`src/rtl/trng_com_pkg.sv`:
```
// trng_com_pkg
// Shared constants for the TRNG byte link (8N1, LSB first) and the
// receiver line-FSM state encoding. The default bit period is also
// used by the transmitter so both ends agree.
package trng_com_pkg;

    localparam int   DATA_BITS           = 8;
    localparam logic START_LEVEL         = 1'b0;
    localparam logic STOP_LEVEL          = 1'b1;
    localparam logic IDLE_LEVEL          = 1'b1;
    localparam int   CLK_PER_BIT_DEFAULT = 16;

    // Receiver line FSM
    // state    | meaning
    // ST_IDLE  | line idle, waiting for a falling edge
    // ST_START | half-bit wait, then confirm start bit is low
    // ST_DATA  | sample 8 data bits at bit centres, LSB first
    // ST_STOP  | sample stop bit; push byte or flag framing error
    // ST_BREAK | line stuck low after framing error, wait for high
    localparam logic [2:0] ST_IDLE  = 3'd0;
    localparam logic [2:0] ST_START = 3'd1;
    localparam logic [2:0] ST_DATA  = 3'd2;
    localparam logic [2:0] ST_STOP  = 3'd3;
    localparam logic [2:0] ST_BREAK = 3'd4;

endpackage

```
`src/rtl/trng_com_rx_fifo.sv`:
```
// trng_com_rx_fifo
// Circular byte FIFO. Push and pop are expected to be already qualified
// by the caller (no push when full unless popping, no pop when empty).
// Ports:
//   i_clk, i_reset   clock, synchronous active-high reset
//   i_push, i_push_dat  write strobe and byte
//   i_pop            remove head entry
//   o_head           head entry (0 or stale when empty)
//   o_count          number of stored entries
//   o_full, o_empty  status flags
module trng_com_rx_fifo #(
    parameter int DEPTH = 4,
    localparam int AW = $clog2(DEPTH),
    localparam int CW = $clog2(DEPTH) + 1
) (
    input  logic          i_clk,
    input  logic          i_reset,
    input  logic          i_push,
    input  logic [7:0]    i_push_dat,
    input  logic          i_pop,
    output logic [7:0]    o_head,
    output logic [CW-1:0] o_count,
    output logic          o_full,
    output logic          o_empty
);

    logic [7:0]    mem [DEPTH];
    logic [AW-1:0] wr_ptr;
    logic [AW-1:0] rd_ptr;
    logic [CW-1:0] count;

    always_ff @(posedge i_clk) begin
        if (i_reset) begin
            wr_ptr <= '0;
            rd_ptr <= '0;
            count  <= '0;
            for (int i = 0; i < DEPTH; i++) begin
                mem[i] <= '0;
            end
        end else begin
            if (i_push) begin
                mem[wr_ptr] <= i_push_dat;
                wr_ptr      <= wr_ptr + AW'(1);
            end
            if (i_pop) begin
                rd_ptr <= rd_ptr + AW'(1);
            end
            if (i_push && !i_pop) begin
                count <= count + CW'(1);
            end else if (!i_push && i_pop) begin
                count <= count - CW'(1);
            end
        end
    end

    assign o_head  = mem[rd_ptr];
    assign o_count = count;
    assign o_full  = (count == CW'(DEPTH));
    assign o_empty = (count == '0);

endmodule

```
`src/rtl/trng_com_rx.sv`:
```
// trng_com_rx
// 8N1 serial receiver for the TRNG byte link with RTS_n flow control.
// Recovered bytes are buffered in a small FIFO and read out through a
// valid/read handshake.
// Ports:
//   i_clk, i_reset    clock, synchronous active-high reset
//   i_serial_data     asynchronous serial line, idle high
//   o_serial_rts_n    0 = ready to receive, 1 = stop sending
//   o_dat, o_valid    FIFO head byte, FIFO not empty
//   i_read            pop head when o_valid
//   o_new_frame       pulse: good byte pushed
//   o_frame_err       pulse: stop bit sampled low
//   o_overrun         pulse: good byte dropped, FIFO full
module trng_com_rx
    import trng_com_pkg::*;
#(
    parameter int CLK_PER_BIT = CLK_PER_BIT_DEFAULT,
    parameter int FIFO_DEPTH  = 4,
    parameter int RTS_MARGIN  = 1
) (
    input  logic       i_clk,
    input  logic       i_reset,
    input  logic       i_serial_data,
    output logic       o_serial_rts_n,
    output logic [7:0] o_dat,
    output logic       o_valid,
    input  logic       i_read,
    output logic       o_new_frame,
    output logic       o_frame_err,
    output logic       o_overrun
);

    localparam int TW = $clog2(CLK_PER_BIT);
    localparam int BW = $clog2(DATA_BITS);
    localparam int CW = $clog2(FIFO_DEPTH) + 1;
    localparam logic [TW-1:0] T_HALF   = TW'(CLK_PER_BIT / 2 - 1);
    localparam logic [TW-1:0] T_FULL   = TW'(CLK_PER_BIT - 1);
    localparam logic [CW-1:0] RTS_THR  = CW'(FIFO_DEPTH - RTS_MARGIN);
    localparam logic [BW-1:0] LAST_BIT = BW'(DATA_BITS - 1);

    logic                 sync_1;
    logic                 sync_2;
    logic                 sync_prev;
    logic [2:0]           state;
    logic [TW-1:0]        timer;
    logic [BW-1:0]        bit_cnt;
    logic [DATA_BITS-1:0] shreg;

    logic          fall;
    logic          tick;
    logic          push_req;
    logic          push_ok;
    logic          pop;
    logic          stop_bad;
    logic [CW-1:0] count;
    logic [CW-1:0] next_count;
    logic          full;
    logic          empty;

    assign fall     = sync_prev & ~sync_2;
    assign tick     = (timer == '0);
    assign push_req = (state == ST_STOP) && tick && (sync_2 == STOP_LEVEL);
    assign stop_bad = (state == ST_STOP) && tick && (sync_2 != STOP_LEVEL);
    assign pop      = i_read & ~empty;
    // A pop in the same cycle frees the slot the new byte needs.
    assign push_ok  = push_req & (~full | pop);

    always_comb begin
        next_count = count;
        if (push_ok && !pop) begin
            next_count = count + CW'(1);
        end else if (!push_ok && pop) begin
            next_count = count - CW'(1);
        end
    end

    always_ff @(posedge i_clk) begin
        if (i_reset) begin
            sync_1         <= IDLE_LEVEL;
            sync_2         <= IDLE_LEVEL;
            sync_prev      <= IDLE_LEVEL;
            state          <= ST_IDLE;
            timer          <= '0;
            bit_cnt        <= '0;
            shreg          <= '0;
            o_new_frame    <= 1'b0;
            o_frame_err    <= 1'b0;
            o_overrun      <= 1'b0;
            o_serial_rts_n <= 1'b1;
        end else begin
            sync_1         <= i_serial_data;
            sync_2         <= sync_1;
            sync_prev      <= sync_2;
            o_new_frame    <= push_ok;
            o_overrun      <= push_req & ~push_ok;
            o_frame_err    <= stop_bad;
            o_serial_rts_n <= (next_count >= RTS_THR);

            case (state)
                ST_IDLE: begin
                    if (fall) begin
                        timer <= T_HALF;
                        state <= ST_START;
                    end
                end
                ST_START: begin
                    if (!tick) begin
                        timer <= timer - TW'(1);
                    end else if (sync_2 != START_LEVEL) begin
                        state <= ST_IDLE;
                    end else begin
                        timer   <= T_FULL;
                        bit_cnt <= '0;
                        state   <= ST_DATA;
                    end
                end
                ST_DATA: begin
                    if (!tick) begin
                        timer <= timer - TW'(1);
                    end else begin
                        shreg[bit_cnt] <= sync_2;
                        timer          <= T_FULL;
                        if (bit_cnt == LAST_BIT) begin
                            state <= ST_STOP;
                        end else begin
                            bit_cnt <= bit_cnt + BW'(1);
                        end
                    end
                end
                ST_STOP: begin
                    // Leaving mid-stop-bit lets the next start edge be
                    // caught even if the transmitter clock runs fast.
                    if (!tick) begin
                        timer <= timer - TW'(1);
                    end else if (sync_2 == STOP_LEVEL) begin
                        state <= ST_IDLE;
                    end else begin
                        state <= ST_BREAK;
                    end
                end
                ST_BREAK: begin
                    if (sync_2 == IDLE_LEVEL) begin
                        state <= ST_IDLE;
                    end
                end
                default: state <= ST_IDLE;
            endcase
        end
    end

    trng_com_rx_fifo #(
        .DEPTH (FIFO_DEPTH)
    ) u_fifo (
        .i_clk      (i_clk),
        .i_reset    (i_reset),
        .i_push     (push_ok),
        .i_push_dat (shreg),
        .i_pop      (pop),
        .o_head     (o_dat),
        .o_count    (count),
        .o_full     (full),
        .o_empty    (empty)
    );

    assign o_valid = ~empty;

endmodule

```
`config.mk`:
```
export PLATFORM = sky130hd
export DESIGN_NAME = trng_com_rx
export DESIGN_NICKNAME = d
export VERILOG_FILES = /design/src/rtl/trng_com_pkg.sv /design/src/rtl/trng_com_rx_fifo.sv /design/src/rtl/trng_com_rx.sv
export SDC_FILE = /design/constraint.sdc
export NUM_CORES = 1
export LEC_CHECK = 0
export BUFFER_PORTS_ARGS = -buffer_cell sky130_fd_sc_hd__buf_2
export CAP_MARGIN = 0
export CORE_MARGIN = 4
export CORE_UTILIZATION = 60
export CTS_BUF_LIST = sky130_fd_sc_hd__clkbuf_4
export DETAILED_ROUTE_END_ITERATION = 16
export GPL_ROUTABILITY_DRIVEN = 0
export HOLD_SLACK_MARGIN = 0.1
export MAX_ROUTING_LAYER = met4
export PLACE_DENSITY = 0.79
export SLEW_MARGIN = 10
export SYNTH_ARGS = -nofsm -noshare
export SYNTH_HDL_FRONTEND = slang
export SYNTH_SLANG_ARGS = --single-unit
export TNS_END_PERCENT = 1
```
`constraint.sdc`:
```
create_clock -name i_clk -period 2.5 [get_ports i_clk]
set_input_delay 0.5 -clock i_clk [delete_from_list [all_inputs] [get_ports i_clk]]
set_output_delay 0.5 -clock i_clk [all_outputs]
set_load 0.02 [all_outputs]
```
==> out/results.ini, run 1 <==
[floorplan]
rows = 25
initial_core_util_pct = 62.8
die_h_um = 78.8
die_w_um = 78.8
core_um2 = 4790
io_pins = 17
dieArea_um2 = 6210

[synth]
synth-edff-count = 32
synthCells = 258
synth_fp_nets = 268
synth-seq-cells = 66
ys_seq_area_share_pct = 54.6
ys_types = 45
synth_area_um2 = 3010
synthArstFlopShare_pct = 0
yosys.area.top_type = edfxtp_1
ys_top_cells_by_count = dfxtp_1 (34), and2_1 (32), edfxtp_1 (32), nor2_1 (26), nand2_1 (11)
synthFlopType = dfxtp_1
synth_top_cell_area_share_pct = 31.9
yosys_warnings = 0
avgSynthCellArea_um2 = 11.7
synth.area.top_cells = edfxtp_1 (32%), dfxtp_1 (23%), and2_1 (6.7%)
synth_most_common_cell = dfxtp_1

[critical_path]
slowest_delay_ps = 650
cp_max_fo = 8
worstSetupPathType = flop to primary output
critPathArrivalTime_ps = 1790
worstPathRequired_ps = 2000
endpoint_kind = primary output
cpMaxStageDelayCell = dfxtp_1
path_cells = mux4_2 -> buf_2
critical_path.startpoint_type = flop

[place]
dp_hpwl_mm = 3.66
place_area_um2 = 3150
io_buffers = 16

[clocking]
post_cts_resized = 0
clkSinkCount = 66
post-cts-setup-buffer-count = 0
root_buffer = clkbuf_4
clock_latency_ps = 410
cts_buffers = 9
hold_buffers = 0
cts_max_level = 3
clk_path_buf_depth = 2
cts_tree = built
clkTransAtPathRegs_ps = 100

[detailed_routing]
drt_iter0_markers = 150
dr.pass1.iters = 4
wl_per_cell_um = 14.6
vias = 1889
routed_via_density = 5.41
wl_mm = 5.09
drc = 0
ant_nets = 0

[timing]
max_clock_freq_ghz = 0.438
hold_viol = 0
worst_pin_slew_ps = 575
rsz0062_at_grt = no
fin_crit_ps = 2290
finalSetupViolCount = 0
final.setup_skew_ps = 15.1
drv_slew = 0
fin_crit_sh_pct = 91.4
hold_ws_ps = 274
slew_headroom_pct = 61.6
finalSetupTns_ps = 0

[power_and_ir_drop]
p_total_mw = 2.54
p_leak_nw = 1.26
peakVddDrop_mv = 0.511
p_per_area_nw_per_um2 = 777

[layout]
final_cell_area_um2 = 3270
fin_util_pct = 68.4
final_layout_size_suffix_gt1_share_pct = 19.1
area_growth_pct = 8.86
antenna_cells = 0
fin_nets = 287

[global_route]
gr-total-overflow = 0
antenna_found_initial = 0
first_global_vias = 1858
grt_pass1_wl_mm = 8.74
grt_max_degree = 34
grt_use_total_pct = 19.2

[outcome]
status = finished, final reports clean

[worst_hold_path]
min_path_type = input pin to flop

[flow_run]
drv_cap = 0

[layer usage]
layer	track usage (%)	vias to the layer above	wire length, um
met1	23.9	884	2330
met5	-	-	0
met3	5.44	8	204
met2	29.2	39	2470
li1	-	958	-
met4	9.09	0	91
[cells in the final DEF (no fill, tap or decap), types with 3 or more instances in the layout]
cell	count
mux2i_1	10
buf_4	6
xnor2_1	3
nand2b_1	4
nor3b_1	3
ha_1	6
nand3_1	5
xor2_1	3
buf_2	16
clkinv_1	3
and3_1	4
mux4_2	8
a21oi_1	8
nand3b_1	4
or2_2	4
and2_1	32
edfxtp_1	32
a311oi_1	6
o21ai_0	3
nor2_1	26
clkbuf_4	11
inv_1	7
nand2_1	11
nor3_1	7
dfxtp_1	34
[through the flow]
step / worst slack [ps] / cells
final: 215 / 349
after global routing: 73.4 / 349
after CTS: 153 / 349
after detailed placement: 293 / 333
after global placement: 361 / 333
after floorplan: 286 / 258
[path summary, 6_finish.rpt]
path	from	endpoint	slack [ps]	cells past startpoint
setup / recovery	flop	o_dat[7]	210	2
hold reg to reg	sync_1	sync_2	420	1
setup reg to reg	timer[0]	u_fifo.mem[0][6]	310	7
hold / removal	i_serial_data	sync_1	270	2
[area by class of cell]
cell class	instances	area, um^2
sequential	66	1640
fill	370	1510
multi-input combinational	171	1270
timing repair buffer	22	125
tap	67	83.8
clock buffer	11	82.6
clock inverter	5	46.3
inverter	7	26.3
[critical path, delay by kind of cell (launching register included)]
kind	cells	cell delay (ps)
muxes	1	570
DFF	1	650
buffers and inverters	1	170
[flip-flops by register name, summed over array words and instances, names as in the netlist, named ones only]
register	flops
u_fifo.mem	32
shreg	8
timer	4
bit_cnt	3
state	3
u_fifo.o_count	3
u_fifo.rd_ptr	2
u_fifo.wr_ptr	2
o_frame_err	1
o_new_frame	1
o_overrun	1
o_serial_rts_n	1
sync_1	1
sync_2	1
sync_prev	1
[cells by family after synthesis]
| group | count (synthesis) | share of synthesized area [%] |
|---|---|---|
| adder cells (fa/ha/maj) | 6 | 2.50 |
| XOR/XNOR | 6 | 1.75 |
| buffers and inverters | 21 | 3.24 |
| multiplexers | 18 | 9.32 |
| flip-flops | 66 | 54.6 |
| AO/OA/AOI/OAI | 23 | 5.16 |
| AND/OR/NAND/NOR | 118 | 23.5 |
[where the power goes]
part | internal (mW) | switching [mW]
clock | 0.317 | 0.358
sequential | 1.21 | 0.0946
combinational | 0.256 | 0.309
Power figures use the tool's default switching activity.
==> run 2: changes to the inputs <==
- CORE_UTILIZATION: 60 -> 57
- PLACE_DENSITY: 0.79 -> 0.78
- clock period: 2.5 -> 2.1 ns (I/O delays scaled with it)
==> run 2 against run 1 <==
First-iteration DRC count shrank 39%. Critical path depth grew 1. Sequential share of layout area shrank 1.8 points. Setup slack lost 120 ps. Largest power group unchanged. Flip-flop and latch count is the same. Global-route usage shrank 0.35 points. Count of clock-buffer cells in the layout shrank 2. Utilization shrank 1.8 points. Worst hold slack lost 80 ps. Clock power grew 39%. Via count grew 1.6%. Combinational power grew 41%.
==> out/results.ini, run 2 (synthesis results as in run 1) <==
[layout]
final_layout_size_suffix_gt1_share_pct = 23.7
largest_reg_flops = 32
area_growth_pct = 13.1
antenna_cells = 0
top_register = u_fifo.mem
reg_top3 = u_fifo.mem (32), shreg (8), timer (4)
mostFrequentLayoutCells = and2_1 (32), dfxtp_1 (32), edfxtp_1 (32)
fin_nets = 296

[detailed_routing]
wl_mm = 5.22
wl_per_cell_um = 14.5
vias = 1919
drt_iter0_markers = 92
drc = 0
routed_via_density = 5.32
ant_nets = 0
dr.pass1.iters = 4

[timing]
worst_pin_slew_ps = 590
fin_crit_sh_pct = 95.5
max_clock_freq_ghz = 0.499
hold_viol = 0
finalSetupViolCount = 0
slew_headroom_pct = 60.7
rsz0062_at_grt = no
final.setup_skew_ps = 12.0
fin_crit_ps = 2000
drv_slew = 0
finalSetupTns_ps = 0

[floorplan]
initial_core_util_pct = 58.9
rows = 26
die_h_um = 80.6
core_um2 = 5110
io_pins = 17
dieArea_um2 = 6500
die_w_um = 80.6

[critical_path]
worst-r2r-setup-slack_ps = 120
cp_max_fo = 8
critPathArrivalTime_ps = 1580
endpoint_kind = primary output
r2r_end = bit_cnt[0]
reg2reg_from = bit_cnt[0]
worstSetupPathType = flop to primary output
reg2reg_depth = 7
critical_path.startpoint_type = flop
worstPathRequired_ps = 1680

[worst_hold_path]
hold_depth = 2
min_from = i_serial_data
min_path_type = input pin to flop
hold_end = sync_1

[global_route]
grt_max_degree = 34
grt_pass1_wl_mm = 8.78
antenna_found_initial = 0
first_global_vias = 1832
gr-total-overflow = 0
grt_use_total_pct = 18.9

[clocking]
clk_path_buf_depth = 2
cts_buffers = 9
clkTransAtPathRegs_ps = 120
clkSinkCount = 66
clock_latency_ps = 410
root_buffer = clkbuf_4
cts_tree = built
cts_max_level = 3

[power_and_ir_drop]
p_per_area_nw_per_um2 = 954
p_leak_nw = 1.32
p_total_mw = 3.25
peakVddDrop_mv = 0.713

[outcome]
status = finished, final reports clean

[place]
io_buffers = 16
dp_hpwl_mm = 3.55

[flow_run]
drv_cap = 0

[run 2: layout make-up]
class	instances	area, um^2
fill	386	1700
clock buffer	9	67.6
tap	70	87.6
timing repair buffer	31	200
multi-input combinational	171	1280
inverter	7	26.3
sequential	66	1640
clock inverter	7	93.8
[run 2: worst max-delay path by stage]
| stage | from | endpoint | depth (start not counted) |
|---|---|---|---|
| after floorplan | u_fifo.o_count[0] | u_fifo.mem[0][0] | 7 |
| after global placement | timer[0] | u_fifo.mem[0][2] | 7 |
| after detailed placement | timer[0] | u_fifo.mem[0][2] | 7 |
| after CTS | flop | o_dat[7] | 3 |
| after global routing | timer[0] | u_fifo.mem[3][7] | 7 |
| final | flop | o_dat[7] | 3 |
[run 2: repair_timing]
action / CTS / global route
setup endpoints to repair: 8 / 9
setup buffers: 0 / 0
resized for setup: 1 / 7
hold buffers: 0 / 0
[run 2: critical path: stages, from the launching register on]
cell,delay [ps]
dfxtp_2,350
buf_8,140
mux4_2,510
buf_2,170
[run 2: report_power, final]
group	leakage [nW]	switching, mW	internal (mW)
Clock	0.0835	0.456	0.480
Combinational	0.627	0.431	0.366
Sequential	0.608	0.0716	1.44
[run 2: layer usage]
layer	vias up	track usage, %	wire (um)
met5	-	-	0
met4	0	8.61	104
met3	9	4.71	226
met2	34	30.9	2620
met1	898	21.9	2270
li1	978	-	-
[run 2: per-stage QoR]
stage          area [um^2]  hold WS, ps  utilization (%)  setup slack [ps]  std cells
4_1_cts               3380          166             66.2              9.16        361
6_report              3400          194             66.6              95.1        361
2_1_floorplan         3010          389                -              11.0        258
3_5_place_dp          3220          396             63.0              21.3        345
5_1_grt               3400          178             66.6              1.43        361
3_3_place_gp          3220          396             63.0              96.4        345
